## src/rtl/vec_pkg.sv

```systemverilog
// Shared vector-unit definitions: sequencer states, SEW encodings and
// element/group decode helpers used by the ALU sequencer and writeback paths.
package vec_pkg;

  localparam int unsigned VLEN = 128;

  typedef enum logic [2:0] {
    S_IDLE,
    S_READ,
    S_LATCH,
    S_EXEC,
    S_WB
  } seq_state_t;

  typedef enum logic [2:0] {
    SEW_E8  = 3'd0,
    SEW_E16 = 3'd1,
    SEW_E32 = 3'd2,
    SEW_E64 = 3'd3
  } vsew_t;

  function automatic logic sew_legal(input logic [2:0] vsew);
    return vsew <= SEW_E64;
  endfunction

  // Elements per 128-bit register.
  function automatic logic [4:0] epr_of(input logic [1:0] vsew);
    return 5'd16 >> vsew;
  endfunction

  // Registers in an LMUL group.
  function automatic logic [3:0] regs_of(input logic [1:0] lmul);
    return 4'd1 << lmul;
  endfunction

endpackage

```

## src/rtl/vec_tail_merge.sv

```systemverilog
// Byte-granular tail merge: active element bytes from new_data, tail bytes
// from old_data. Purely combinational; shared with load/store writeback.
module vec_tail_merge
  import vec_pkg::*;
#(
  parameter int unsigned VL_W = 8
) (
  input  logic [2:0]      idx,
  input  logic [1:0]      vsew,
  input  logic [VL_W-1:0] vl,
  input  logic [VLEN-1:0] new_data,
  input  logic [VLEN-1:0] old_data,
  output logic [VLEN-1:0] merged
);

  logic [31:0] first_elem;

  assign first_elem = 32'(idx) * 32'(epr_of(vsew));

  always_comb begin
    merged = old_data;
    for (int unsigned b = 0; b < VLEN / 8; b++) begin
      if ((first_elem + (b >> vsew)) < 32'(vl))
        merged[b*8 +: 8] = new_data[b*8 +: 8];
    end
  end

endmodule

```

## src/rtl/vec_alu_seq.sv

```systemverilog
// Issue sequencer in front of vec_alu: walks an LMUL group, reads operands,
// runs the ALU, tail-merges and writes back. Option: VEC_ALU_SEQ_TAIL_AGNOSTIC_EN.
module vec_alu_seq #(
  parameter int unsigned VLEN = 128,
  parameter int unsigned VL_W = 8
) (
  input  logic            clk,
  input  logic            reset,
  input  logic            cmd_valid,
  output logic            cmd_ready,
  input  logic [5:0]      cmd_opcode,
  input  logic [4:0]      cmd_vs1,
  input  logic [4:0]      cmd_vs2,
  input  logic [4:0]      cmd_vd,
  input  logic [2:0]      cmd_vsew,
  input  logic [1:0]      cmd_lmul,
  input  logic [VL_W-1:0] cmd_vl,
  output logic [4:0]      rf_raddr1,
  output logic [4:0]      rf_raddr2,
  output logic [4:0]      rf_raddr3,
  input  logic [VLEN-1:0] rf_rdata1,
  input  logic [VLEN-1:0] rf_rdata2,
  input  logic [VLEN-1:0] rf_rdata3,
  output logic            rf_we,
  output logic [4:0]      rf_waddr,
  output logic [VLEN-1:0] rf_wdata,
  output logic            alu_run,
  output logic [5:0]      alu_opcode,
  output logic [VLEN-1:0] alu_vs1,
  output logic [VLEN-1:0] alu_vs2,
  output logic [2:0]      alu_vsew,
  input  logic [VLEN-1:0] alu_vd,
  input  logic            alu_done,
  output logic            busy,
  output logic            err
);
  import vec_pkg::*;

  seq_state_t      state, state_d;
  logic [2:0]      idx;
  logic [5:0]      opcode_q;
  logic [4:0]      vs1_q, vs2_q, vd_q;
  logic [1:0]      vsew_q, lmul_q;
  logic [VL_W-1:0] vl_q;
  logic [VLEN-1:0] op1_q, op2_q, res_q;
  logic [VLEN-1:0] old_vd;
  logic [VLEN-1:0] merged;
  logic            err_q;
  logic            accept;
  logic            wb_last;

  assign accept = cmd_valid && cmd_ready;

  // Last register of the group, or everything beyond this register is tail.
  assign wb_last = ({1'b0, idx} == regs_of(lmul_q) - 4'd1) ||
                   ((32'(idx) + 32'd1) * 32'(epr_of(vsew_q)) >= 32'(vl_q));

  always_comb begin
    state_d = state;
    case (state)
      S_IDLE: begin
        if (accept && sew_legal(cmd_vsew))
          // vl=0 passes through WB for one cycle with the write suppressed.
          state_d = (cmd_vl == '0) ? S_WB : S_READ;
      end
      S_READ:  state_d = S_LATCH;
      S_LATCH: state_d = S_EXEC;
      S_EXEC:  if (alu_done) state_d = S_WB;
      S_WB:    state_d = wb_last ? S_IDLE : S_READ;
      default: state_d = S_IDLE;
    endcase
  end

  always_ff @(posedge clk) begin
    if (reset) begin
      state    <= S_IDLE;
      idx      <= '0;
      opcode_q <= '0;
      vs1_q    <= '0;
      vs2_q    <= '0;
      vd_q     <= '0;
      vsew_q   <= '0;
      lmul_q   <= '0;
      vl_q     <= '0;
      op1_q    <= '0;
      op2_q    <= '0;
      res_q    <= '0;
      err_q    <= 1'b0;
    end else begin
      state <= state_d;
      err_q <= 1'b0;
      case (state)
        S_IDLE: begin
          if (accept) begin
            opcode_q <= cmd_opcode;
            vs1_q    <= cmd_vs1;
            vs2_q    <= cmd_vs2;
            vd_q     <= cmd_vd;
            vsew_q   <= cmd_vsew[1:0];
            lmul_q   <= cmd_lmul;
            vl_q     <= cmd_vl;
            idx      <= '0;
            err_q    <= !sew_legal(cmd_vsew);
          end
        end
        S_LATCH: begin
          op1_q <= rf_rdata1;
          op2_q <= rf_rdata2;
        end
        S_EXEC: if (alu_done) res_q <= alu_vd;
        S_WB:   if (!wb_last) idx <= idx + 3'd1;
        default: ;
      endcase
    end
  end

`ifdef VEC_ALU_SEQ_TAIL_AGNOSTIC_EN
  assign old_vd    = '1;
  assign rf_raddr3 = '0;
`else
  logic [VLEN-1:0] old_q;

  always_ff @(posedge clk) begin
    if (reset)
      old_q <= '0;
    else if (state == S_LATCH)
      old_q <= rf_rdata3;
  end

  assign old_vd    = old_q;
  assign rf_raddr3 = (state == S_READ) ? vd_q + 5'(idx) : '0;
`endif

  vec_tail_merge #(
    .VL_W(VL_W)
  ) u_merge (
    .idx     (idx),
    .vsew    (vsew_q),
    .vl      (vl_q),
    .new_data(res_q),
    .old_data(old_vd),
    .merged  (merged)
  );

  assign cmd_ready  = (state == S_IDLE) && !reset;
  assign busy       = (state != S_IDLE);
  assign err        = err_q;
  assign rf_raddr1  = (state == S_READ) ? vs1_q + 5'(idx) : '0;
  assign rf_raddr2  = (state == S_READ) ? vs2_q + 5'(idx) : '0;
  assign rf_we      = (state == S_WB) && (vl_q != '0) && !reset;
  assign rf_waddr   = rf_we ? vd_q + 5'(idx) : '0;
  assign rf_wdata   = rf_we ? merged : '0;
  assign alu_run    = (state == S_EXEC);
  assign alu_opcode = opcode_q;
  assign alu_vs1    = op1_q;
  assign alu_vs2    = op2_q;
  assign alu_vsew   = {1'b0, vsew_q};

endmodule

```

## config.mk

```make
export PLATFORM = sky130hd
export DESIGN_NAME = vec_alu_seq
export DESIGN_NICKNAME = d
export VERILOG_FILES = /design/src/rtl/vec_pkg.sv /design/src/rtl/vec_tail_merge.sv /design/src/rtl/vec_alu_seq.sv
export SDC_FILE = /design/constraint.sdc
export NUM_CORES = 1
export LEC_CHECK = 0
export BUFFER_PORTS_ARGS = -buffer_cell sky130_fd_sc_hd__buf_2
export CORE_AREA = 8 8 368 370
export DETAILED_ROUTE_END_ITERATION = 8
export DIE_AREA = 0 0 376 378
export PLACE_DENSITY = 0.39
export SYNTH_ARGS = -nofsm -noshare
export SYNTH_HDL_FRONTEND = slang
export SYNTH_SLANG_ARGS = --single-unit
```

## constraint.sdc

```tcl
create_clock -name clk -period 16 [get_ports clk]
set_input_delay 3.2 -clock clk [delete_from_list [all_inputs] [get_ports clk]]
set_output_delay 3.2 -clock clk [all_outputs]
set_load 0.005 [all_outputs]
```

==> impl_metrics.toml <==
[worst_setup_path]
cp_common_cell = "ha_1"
endpoint_kind = "output pin"
worstPathMaxFanout = 13
crit_type = "reg2out"
arrival_ns = 6.64
crit_chain = "inv_1 -> ha_1 -> nand2_1 -> fa_1 -> inv_1 -> ha_1 -> fa_1 -> xor2_1 -> buf_4 -> nand2_1 -> nor2_1 -> xor2_1 -> ha_1 -> a21o_1 -> a21o_1 -> a211oi_4 -> mux2i_1 -> nor2_1 -> buf_2"
slowest_stage = "mux2i_1"
cp-start-kind = "flop"
max_stage_delay_ns = 0.63
worstPathRequired_ns = 12.80

[die]
num_io_pins = 968
core_um2 = 130000
start_util_pct = 19.1
die_h_um = 378
die_area_um2 = 142000
die_x_um = 376
fp-row-count = 133

[synth]
synth_cells = 3245
synth_top_area_share_pct = 44.4
yosysWarnings = 0
synth.distinct_cells = 57
synth-edff-count = 0
yosysTopAreaCell = "dfxtp_1"
synthTopCellsByCount = "nand2_1, a21oi_1, dfxtp_1"
syn_avg_cell_area_um2 = 7.68
synth-seq-cells = 552
ys_seq_area_share_pct = 44.4
async_flop_share_pct = 0
syn_area_um2 = 24900
synth_nets = 3920
synth_top_flop_cell = "dfxtp_1"
synth_most_common_cell = "nand2_1"
synth_top_cells_by_area = "dfxtp_1, nand2_1, a21oi_1"

[clocking]
root_buffer = "clkbuf_16"
clk_latency_ns = 0.66
cts_made_buffers = 73
cts_hold_buf = 0
cts_resized = 0
clock_sinks = 552
cts.clk_slew.worst_paths_ns = 0.05
cts_htree_levels = 3
ctsLongestPathBuffers = 3
postCtsSetupBuffers = 0
tritoncts = "yes"

[sta]
clock_skew_ns = 0.0246
fin_crit_ns = 9.84
setup_viol = 0
max_slew.worst_pin.slew_ns = 1.22
tns_ns = 0
maxSlewHeadroom_pct = 18.9
slew_viol_final = 0
rsz0062_at_grt = "no"
hold_violations = 0
period_share_pct = 61.5
timing.fmax_ghz = 0.102
worst_slack_ns = 6.16

[detailed_routing]
viasPerCell = 4.27
antenna_left = 0
num_vias = 25400
wire_per_inst_um = 21.6
drtPass1Iterations = 5
routed_wl_um = 128000
initialDrtViolationCount = 1184
drc_errors = 0

[global_routing]
grt_max_degree = 187
grt_first_pass_wirelength_um = 180000
antenna_found_initial = 83
gr-total-overflow = 0
grt_pass1_vias = 25600
grt_use_total_pct = 17.1

[finish]
num-fill-cells = 14800
drive_gt1_share_pct = 27.5
stdcell_area_um2 = 33900
area_growth_pct = 36.3
nNetsFinal = 4766

[place]
placed_cell_area_um2 = 31400
gp_congestion = 0.817
pre_cts_slack_ns = 6.67
hpwl_um = 96400
port_buffers = 966

[power_and_ir_drop]
power.leakage_uw = 0.0147
max-vdd-ir-drop_uv = 67.6
powerDensity_nw_per_um2 = 115

[worst_hold_path]
min_path_type = "reg2reg"

[job]
cap_violations = 0

[outcome]
status = "finished clean"
[power by group]
part           total [µW]  internal, µW  switching (µW)
sequential           1530          1470            54.9
clock                1690           975             710
combinational         695           248             447
[final timing paths]
path,from,endpoint,slack [ns],depth (start not counted)
min reg2reg,alu_vs2[12]$_SDFFE_PP0P_,alu_vs2[12]$_SDFFE_PP0P_,0.45,2
min,alu_vs2[12]$_SDFFE_PP0P_,alu_vs2[12]$_SDFFE_PP0P_,0.45,2
max,vsew_q[1]$_SDFFE_PP0P_,rf_wdata[24],6.16,19
max reg2reg,idx[1]$_SDFFE_PP0P_,idx[1]$_SDFFE_PP0P_,10.81,18
[metrics by stage]
step	utilization, %	power (µW)	hold slack, ns	instances
6_report	26.1	3910	0.449	5940
5_1_grt	26.1	4120	0.465	5924
4_1_cts	26.0	4000	0.451	5906
3_5_place_dp	24.1	2270	0.443	5771
3_3_place_gp	24.1	2270	0.439	5771
2_1_floorplan	-	1940	0.433	3245
[cells by family (layout without fill, tap and decap cells)]
logic type | after synthesis | after routing | synth area share [%]
buf+inv | 253 | 1159 | 3.85
mux | 80 | 80 | 3.21
compound gates | 785 | 785 | 17.3
fa+ha+maj | 125 | 125 | 6.76
flops | 552 | 552 | 44.4
simple gates | 1398 | 1398 | 22.6
other cells | 1 | 35 | 0.0151
xor+xnor | 51 | 51 | 1.87
[final cells by class]
| type | count | area, µm² | area share [%] |
|---|---|---|---|
| timing repair buffer | 994 | 5080 | 15.0 |
| antenna | 34 | 85.1 | 0.251 |
| clock inverter | 27 | 339 | 0.999 |
| multi-input combinational | 2440 | 12900 | 38.1 |
| inverter | 30 | 114 | 0.335 |
| tap | 1755 | 2200 | 6.47 |
| clock buffer | 108 | 2140 | 6.30 |
| sequential | 552 | 11100 | 32.6 |
[layout by cell type, fill, tap and decap left out, types with 4 or more instances in the layout]
cell	count
a211oi_4	8
a21boi_0	7
a21o_1	46
a21oi_1	602
and2_1	23
and3_1	4
buf_2	965
buf_4	26
clkbuf_1	18
clkbuf_16	74
clkbuf_8	16
clkinv_16	5
clkinv_2	15
clkinvlp_4	4
dfxtp_1	552
diode_2	34
fa_1	16
ha_1	109
inv_1	29
mux2i_1	80
nand2_1	1134
nand2b_1	34
nand3_1	58
nand4_1	9
nor2_1	88
nor2b_1	18
nor3_1	8
nor4_1	4
o21ai_0	85
o21bai_1	5
o31ai_1	10
xnor2_1	31
xor2_1	19
[worst max-delay path: cells and delay by family (launching register included)]
kind	cells	cell delay, ns
fa+ha+maj	5	2.01
simple gates	4	0.89
mux	1	0.63
compound gates	3	0.94
buf+inv	4	0.74
xor+xnor	2	0.37
flops	1	0.38
[per-layer routing]
metal	track usage (%)	up-vias	wire length (µm)
met5	0	-	159
met4	5.90	26	4100
met3	6.88	247	10800
met2	29.3	771	62100
met1	19.3	11900	50900
li1	-	12500	-
[state kept, by name, indices dropped and copies added, names as in the netlist]
register,count
state,3
vsew_q,2
alu_vs2,128
alu_opcode,6
idx,3
vd_q,5
res_q,128
vs2_q,5
vs1_q,5
lmul_q,2
alu_vs1,128
err,1
vl_q,8
old_q,128
No activity file was read; power rests on OpenSTA's default activity.
